<file path="src/rtl/dm_port_arbiter_if.sv">
// dm_port_arbiter_if: data-memory port bundle shared by the CPU path, the debug master and MEM.
interface dm_port_arbiter_if;
    logic        cpu_dm_req;
    logic        cpu_dm_we;
    logic [31:0] cpu_dm_addr;
    logic [31:0] cpu_dm_din;
    logic [31:0] cpu_dm_dout;
    logic        cpu_stall;
    logic        dbg_req;
    logic        dbg_we;
    logic [31:0] dbg_addr;
    logic [31:0] dbg_din;
    logic        dbg_ack;
    logic [31:0] dbg_rdata;
    logic [31:0] dm_addr;
    logic [31:0] dm_din;
    logic        dm_we;
    logic [31:0] dm_dout;

    modport slave (
        input  cpu_dm_req, cpu_dm_we, cpu_dm_addr, cpu_dm_din,
        input  dbg_req, dbg_we, dbg_addr, dbg_din, dm_dout,
        output cpu_dm_dout, cpu_stall, dbg_ack, dbg_rdata, dm_addr, dm_din, dm_we
    );

    modport master (
        output cpu_dm_req, cpu_dm_we, cpu_dm_addr, cpu_dm_din,
        output dbg_req, dbg_we, dbg_addr, dbg_din, dm_dout,
        input  cpu_dm_dout, cpu_stall, dbg_ack, dbg_rdata, dm_addr, dm_din, dm_we
    );
endinterface

</file>
<file path="src/rtl/dm_port_arbiter.sv">
// dm_port_arbiter: CPU-priority data-memory port arbiter with a debug starvation guard.
// Define DM_ARB_STATS_EN to get a saturating count of CPU stall cycles on stall_cnt.
module dm_port_arbiter #(
    parameter int MAX_WAIT = 4,
    parameter int WAIT_W   = 3
) (
    input  logic             clk,
    input  logic             rst,
    dm_port_arbiter_if.slave bus,
    output logic [15:0]      stall_cnt
);
    typedef enum logic {IDLE, RESP} state_t;

    state_t            r_state;
    logic [WAIT_W-1:0] r_wait;
    logic              r_ack;
    logic [31:0]       r_rdata;
    logic              w_grant;
    logic              w_stall;

    // Debug wins when the CPU is idle or it has already lost MAX_WAIT times; never in the ack cycle.
    assign w_grant = !rst && r_state == IDLE && bus.dbg_req &&
                     (!bus.cpu_dm_req || r_wait == WAIT_W'(MAX_WAIT));
    assign w_stall = bus.cpu_dm_req && w_grant;

    assign bus.dm_addr     = w_grant ? bus.dbg_addr : bus.cpu_dm_addr;
    assign bus.dm_din      = w_grant ? bus.dbg_din : bus.cpu_dm_din;
    assign bus.dm_we       = !rst && (w_grant ? bus.dbg_we : bus.cpu_dm_we && bus.cpu_dm_req);
    assign bus.cpu_stall   = w_stall;
    assign bus.cpu_dm_dout = bus.dm_dout;
    assign bus.dbg_ack     = r_ack;
    assign bus.dbg_rdata   = r_rdata;

    // Debug FSM: a grant captures the read data and spends exactly one cycle in RESP acking it.
    always_ff @(posedge clk) begin
        if (rst) begin
            r_state <= IDLE;
            r_wait  <= '0;
            r_ack   <= 1'b0;
            r_rdata <= '0;
        end else begin
            r_state <= w_grant ? RESP : IDLE;
            r_ack   <= w_grant;
            if (w_grant)
                r_rdata <= bus.dm_dout;
            if (!bus.dbg_req || w_grant)
                r_wait <= '0;
            else if (r_state == IDLE && r_wait != WAIT_W'(MAX_WAIT))
                r_wait <= r_wait + 1'b1;
        end
    end

`ifdef DM_ARB_STATS_EN
    logic [15:0] r_stall_cnt;

    // Saturating count of cycles the CPU spent stalled behind the debug master.
    always_ff @(posedge clk) begin
        if (rst)
            r_stall_cnt <= '0;
        else if (w_stall && r_stall_cnt != 16'hFFFF)
            r_stall_cnt <= r_stall_cnt + 16'd1;
    end

    assign stall_cnt = r_stall_cnt;
`else
    assign stall_cnt = '0;
`endif
endmodule

</file>
<file path="src/flat_wrapper.sv">
// flat-port wrapper written by rule: the top's interface ports become plain ports
module dm_port_arbiter_flat 
#(
    parameter int MAX_WAIT = 4,
    parameter int WAIT_W   = 3
)
  (clk, rst, stall_cnt, bus_cpu_dm_req, bus_cpu_dm_we, bus_cpu_dm_addr, bus_cpu_dm_din, bus_dbg_req, bus_dbg_we, bus_dbg_addr, bus_dbg_din, bus_dm_dout, bus_cpu_dm_dout, bus_cpu_stall, bus_dbg_ack, bus_dbg_rdata, bus_dm_addr, bus_dm_din, bus_dm_we);
  dm_port_arbiter_if bus_i ();
  input  logic clk;
  input  logic rst;
  output logic [15:0] stall_cnt;
  input wire logic [$bits(bus_i.cpu_dm_req)-1:0] bus_cpu_dm_req;
  input wire logic [$bits(bus_i.cpu_dm_we)-1:0] bus_cpu_dm_we;
  input wire logic [$bits(bus_i.cpu_dm_addr)-1:0] bus_cpu_dm_addr;
  input wire logic [$bits(bus_i.cpu_dm_din)-1:0] bus_cpu_dm_din;
  input wire logic [$bits(bus_i.dbg_req)-1:0] bus_dbg_req;
  input wire logic [$bits(bus_i.dbg_we)-1:0] bus_dbg_we;
  input wire logic [$bits(bus_i.dbg_addr)-1:0] bus_dbg_addr;
  input wire logic [$bits(bus_i.dbg_din)-1:0] bus_dbg_din;
  input wire logic [$bits(bus_i.dm_dout)-1:0] bus_dm_dout;
  output wire logic [$bits(bus_i.cpu_dm_dout)-1:0] bus_cpu_dm_dout;
  output wire logic [$bits(bus_i.cpu_stall)-1:0] bus_cpu_stall;
  output wire logic [$bits(bus_i.dbg_ack)-1:0] bus_dbg_ack;
  output wire logic [$bits(bus_i.dbg_rdata)-1:0] bus_dbg_rdata;
  output wire logic [$bits(bus_i.dm_addr)-1:0] bus_dm_addr;
  output wire logic [$bits(bus_i.dm_din)-1:0] bus_dm_din;
  output wire logic [$bits(bus_i.dm_we)-1:0] bus_dm_we;
  assign bus_i.cpu_dm_req = bus_cpu_dm_req;
  assign bus_i.cpu_dm_we = bus_cpu_dm_we;
  assign bus_i.cpu_dm_addr = bus_cpu_dm_addr;
  assign bus_i.cpu_dm_din = bus_cpu_dm_din;
  assign bus_i.dbg_req = bus_dbg_req;
  assign bus_i.dbg_we = bus_dbg_we;
  assign bus_i.dbg_addr = bus_dbg_addr;
  assign bus_i.dbg_din = bus_dbg_din;
  assign bus_i.dm_dout = bus_dm_dout;
  assign bus_cpu_dm_dout = bus_i.cpu_dm_dout;
  assign bus_cpu_stall = bus_i.cpu_stall;
  assign bus_dbg_ack = bus_i.dbg_ack;
  assign bus_dbg_rdata = bus_i.dbg_rdata;
  assign bus_dm_addr = bus_i.dm_addr;
  assign bus_dm_din = bus_i.dm_din;
  assign bus_dm_we = bus_i.dm_we;
  dm_port_arbiter #(.MAX_WAIT(MAX_WAIT), .WAIT_W(WAIT_W)) u_core (.clk(clk), .rst(rst), .bus(bus_i), .stall_cnt(stall_cnt));
endmodule
</file>
<file path="config.mk">
export PLATFORM = sky130hd
export DESIGN_NAME = dm_port_arbiter_flat
export DESIGN_NICKNAME = d
export VERILOG_FILES = /design/src/rtl/dm_port_arbiter_if.sv /design/src/rtl/dm_port_arbiter.sv /design/src/flat_wrapper.sv
export SDC_FILE = /design/constraint.sdc
export NUM_CORES = 1
export LEC_CHECK = 0
export ABC_AREA = 1
export CAP_MARGIN = 20
export CELL_PAD_IN_SITES_DETAIL_PLACEMENT = 0
export CELL_PAD_IN_SITES_GLOBAL_PLACEMENT = 1
export CORE_MARGIN = 5
export CORE_UTILIZATION = 16
export DETAILED_ROUTE_END_ITERATION = 16
export PLACE_DENSITY = 0.83
export SLEW_MARGIN = 20
export SYNTH_ARGS = -nofsm -noshare
export SYNTH_HDL_FRONTEND = slang
export SYNTH_SLANG_ARGS = --single-unit
</file>
<file path="constraint.sdc">
create_clock -name clk -period 2.2 [get_ports clk]
set_clock_uncertainty 0.2 [all_clocks]
set_input_delay 0.44 -clock clk [delete_from_list [all_inputs] [get_ports clk]]
set_output_delay 0.44 -clock clk [all_outputs]
set_load 0.005 [all_outputs]
</file>
Yosys cells after proc, flatten, opt, wreduce, memory -nomap -nowiden

Index checks and enable logic that the tools add are counted.
W data, S select, Z words.

Input bits: 166
Latch bits: 0
Memories kept: 0
Bits in read-only memories: 0
Bits in writable memories: 0
Register bits: 37

Eq/ne operators: 2
Reductions and logical operators: 13
$lt $le $gt $ge: 0
Shift operators: 0
Divide/modulo/power cells: 0
Bitwise logic cells: 1
Mux-type cells: 4
Add/sub/neg operators: 1
$mul: 0

Operator list:

| cell                  | number |
|---|---|
| $mux W32              | 2 |
| $logic_and A1 B1 Y1   | 7 |
| $add A3 B1 Y3 const B | 1 |
| $eq A3 B3 Y1 const B  | 1 |
| $logic_not A1 Y1      | 3 |
| $ne A3 B3 Y1 const B  | 1 |
| $logic_or A1 B1 Y1    | 2 |
| $mux W1               | 2 |
| $reduce_or A2 Y1      | 1 |
| $not A1 Y1            | 1 |

Depth between registers and ports, before layout

Word-level depth: 6
Depth in mapped cells: 11
Depth with buffers taken out: 9

Worst setup path after synthesis

OpenSTA, ideal clock, no wires.

Path type: reg2out
Start point: register u_core.r_wait[0]
End point: output bus_dm_addr[0]
Cell stages (with the launch flop): 12
Arrival time: 1.350 ns
Path slack: 0.210 ns
Required time: 1.560 ns
Path buffers: 2
Path through: dfxtp_1 -> inv_1 -> ha_1 -> nand2_1 -> nand2_2 -> inv_2 -> nor2_4 -> inv_2 -> buf_2 -> buf_2 -> nand2_1 -> nand2_1

Word-level cells in the longest chain between the ends: 4

RTL lines:

| what                   | RTL line              | text |
|---|---|---|
| from (decl)            | dm_port_arbiter.sv:15 | `logic [WAIT_W-1:0] r_wait;` |
| from (signal assigned) | dm_port_arbiter.sv:49 | `r_wait <= r_wait + 1'b1;` |
| $eq A3 B3 Y1           | dm_port_arbiter.sv:23 | `(!bus.cpu_dm_req \|\| r_wait == WAIT_W'(MAX_WAIT));` |
| $logic_or A1 B1 Y1     | dm_port_arbiter.sv:23 |  |
| $logic_and A1 B1 Y1    | dm_port_arbiter.sv:22 | `assign w_grant = !rst && r_state == IDLE && bus.dbg_req &&` |
| $mux W32               | dm_port_arbiter.sv:26 | `assign bus.dm_addr = w_grant ? bus.dbg_addr : bus.cpu_dm_addr;` |
| to (decl)              | flat_wrapper.sv:25    | `output wire logic [$bits(bus_i.dm_addr)-1:0] bus_dm_addr;` |

Every way passes these cells.

Final worst setup path

Start point: register u_core.r_wait[0]
End point: output bus_dm_addr[28]

Same word-level chain as after synthesis.

==> flow_metrics.env <==
export IMPL_insertion_delay_ns=0.28
export IMPL_gp_congestion=0.769
export IMPL_synth_area_leaders="nand2_1, dfxtp_1, buf_4"
export IMPL_io_buffers=296
export IMPL_clock_fmax_mhz=410
export IMPL_start_kind="register"
export IMPL_final_layout_size_suffix_gt1_frac=0.298
export IMPL_reg2reg_from="u_core.r_wait[0]$_SDFFE_PP0P_"
export IMPL_nets=973
export IMPL_synth_seq_cells=36
export IMPL_grt_pass1_vias=3890
export IMPL_crit_slowest_cell="dfxtp_2"
export IMPL_drcViolationCount=0
export IMPL_p_leak_uw=0.00314
export IMPL_violations="setup timing"
export IMPL_pre_cts_ws_ns=-0.753
export IMPL_cts_root_buffer="clkbuf_16"
export IMPL_synth_seq_area_share=0.255
export IMPL_path_buf_inv=7
export IMPL_die_height_microns=143
export IMPL_worstPathCellList="inv_2 > ha_4 > nand2_4 > nand2_4 > inv_4 > nor2_4 > buf_6 > inv_12 > buf_12 > buf_12 > nand2_2 > nand2_1 > buf_2"
export IMPL_drtIter0Drc=130
export IMPL_met3RoutedLength_mm=1.18
export IMPL_dpl_cell_area_sq_um=5800
export IMPL_yosysMostFrequentCell="nand2_1"
export IMPL_clkSlewWorstSetupHoldPaths_ns=0.06
export IMPL_hold_path_class="register to register"
export IMPL_fin_setup_tns_ns=-13.27
export IMPL_critical_path_required_ns=1.56
export IMPL_row_count=48
export IMPL_crit_start="u_core.r_wait[0]$_SDFFE_PP0P_"
export IMPL_worst_hold_path_num_cells=2
export IMPL_critPathTopFamily="buffers and inverters"
export IMPL_p_per_area_nw_per_um2=364
export IMPL_maxCapViolations=0
export IMPL_topRoutingLayerUsed="met4"
export IMPL_crit_arrival_ns=1.80
export IMPL_wl_met1_mm=6.47
export IMPL_grt_pass1_wl_mm=22.8
export IMPL_fin_crit_ns=2.44
export IMPL_synth_top_cell_area_share=0.315
export IMPL_fin_area_sq_um=6630
export IMPL_final_cells=1030
export IMPL_avgSynthCellArea_sq_um=5.57
export IMPL_vias=4014
export IMPL_synth_main_ff_cell="dfxtp_1"
export IMPL_worst_slack_ns=-0.237
export IMPL_dpl_cell_count=986
export IMPL_wire_per_inst_microns=15.8
export IMPL_cts_max_level=2
export IMPL_pin_count=313
export IMPL_synth_top_cell_by_area="nand2_1"
export IMPL_status="finished with violations"
export IMPL_synth_common_cells="nand2_1, nor2_1, buf_4"
export IMPL_fin_crit_sh=1.11
export IMPL_power_uw=2420
export IMPL_critPathMaxStageDelay_ns=0.32
export IMPL_crit_cells=13
export IMPL_rsz0062_at_grt="true"
export IMPL_r2r_cells=16
export IMPL_gr_total_overflow=0
export IMPL_peakVddDrop_mv=0.274
export IMPL_die_w_microns=143
export IMPL_min_from="u_core.bus.dbg_rdata[12]$_SDFFE_PP0P_"
export IMPL_antenna_cells=0
export IMPL_dr_pass1_iters=4
export IMPL_wl_met2_mm=8.47
export IMPL_synth_area_sq_um=2830
export IMPL_track_usage=0.143
export IMPL_synth_edf_count=0
export IMPL_hpwl_mm=11.0
export IMPL_cts_sinks=36
export IMPL_syn_to_final_growth_pct=135
export IMPL_setup_violations=66
export IMPL_cts_tree="yes"
export IMPL_worstPathMaxFanout=7
export IMPL_numCtsBuffers=5
export IMPL_critPathCaptureType="output port"
export IMPL_async_flop_share=0
export IMPL_path_class="register to output port"
export IMPL_via_per_inst=3.90
export IMPL_initial_core_util=0.163
export IMPL_cts_path_max_buffers=2
export IMPL_synth_cell_types=18
export IMPL_wirelength_mm=16.2
export IMPL_dieArea_sq_um=20400
export IMPL_antenna_found_initial=0
export IMPL_timing_hold_violations_final=0
export IMPL_placeableCoreArea_sq_um=17300
export IMPL_drv_slew=0
export IMPL_netlist_instances=508
export IMPL_ant_nets=0
export IMPL_ys_warn_count=0
export IMPL_grt_max_degree=35
==> metrics by stage <==
stage / utilization / hold slack (ns)
2_1_floorplan: - / 0.279
3_5_place_dp: 0.336 / 0.271
3_3_place_gp: 0.336 / 0.263
6_report: 0.384 / 0.278
4_1_cts: 0.377 / 0.285
5_1_grt: 0.384 / 0.296
==> sequential cells by signal (all words and copies together), names as in the netlist <==
register              flops
u_core.r_wait             3
u_core.bus.dbg_rdata     32
u_core.bus.dbg_ack        1
==> worst register-to-register path: stages, from the launching register on <==
cell	delay, ns
dfxtp_2	0.32
inv_2	0.08
ha_4	0.14
nand2_4	0.05
buf_6	0.11
buf_4	0.12
buf_4	0.12
buf_4	0.12
buf_4	0.12
buf_4	0.12
buf_4	0.13
nand2_4	0.07
inv_4	0.04
nand2_1	0.05
nand2_1	0.04
nand2_1	0.05
inv_1	0.04
==> cells in the final DEF (no fill, tap or decap) <==
cell             netlist  final
conb_1                 1     16
nor2_1                68     66
nand4_1               33     33
inv_2                  2      2
nor2_4                 2      2
ha_1                   2      1
nor2_2                 0      2
nand2_1              237    141
xor2_1                 1      1
buf_8                  0      8
inv_12                 0      1
clkbuf_1              10      1
buf_12                 0      7
dfxtp_2                0      2
clkbuf_16              0      6
buf_2                 13     54
clkdlybuf4s50_1        0    227
nand3_2                0      1
nand2_2                2     76
ha_4                   0      1
inv_4                  0      2
clkinv_1               1      1
inv_1                 43     40
buf_6                  0     24
buf_4                 51     24
clkinv_2               0      1
buf_16                 0      5
dfxtp_1               36     34
nand2_4                0     22
a21oi_1                1      1
dlygate4sd2_1          0      3
==> final cells by class <==
class	instances	area, sq um
sequential	36	723
timing repair buffer	353	3440
inverter	46	190
fill	1877	10700
clock buffer	6	129
multi-input combinational	363	1860
tap	225	282
clock inverter	1	5.00
==> kinds of logic (layout without fill, tap and decap cells) <==
group,Yosys count,count (layout),synth area share
other,1,16,0.00133
DFF,36,36,0.255
and+or+nand+nor,343,343,0.492
AOI/OAI and AO/OA,1,1,0.00177
adders and majority gates,2,2,0.00885
xor gates and xnor gates,1,1,0.00310
buffers and inverters,124,406,0.238
==> final timing paths <==
path                                           endpoint  slack, ns
setup / recovery                        bus_dm_addr[28]      -0.24
setup reg to reg          u_core.r_wait[1]$_SDFFE_PP0P_       0.19
hold reg to reg   u_core.bus.dbg_rdata[12]$_SDFFE_PP0P_       0.28
hold / removal    u_core.bus.dbg_rdata[12]$_SDFFE_PP0P_       0.28
==> what timing repair did <==
item                       CTS  global route
hold buffers                 0             0
resized for setup          376            90
pin swaps                   15            22
cloned                      11             1
setup endpoints to repair   66            87
setup buffers               39             3
==> where the power goes <==
part,internal [uW],switching [uW]
sequential,685,16.6
clock,412,271
combinational,625,408
==> metal layers <==
layer  vias up  track usage
met5         -            0
met4         0       0.0235
met3         7       0.0311
met2       163        0.267
met1      1779        0.169
li1       2065            -
No activity file was read; power rests on OpenSTA's default activity.
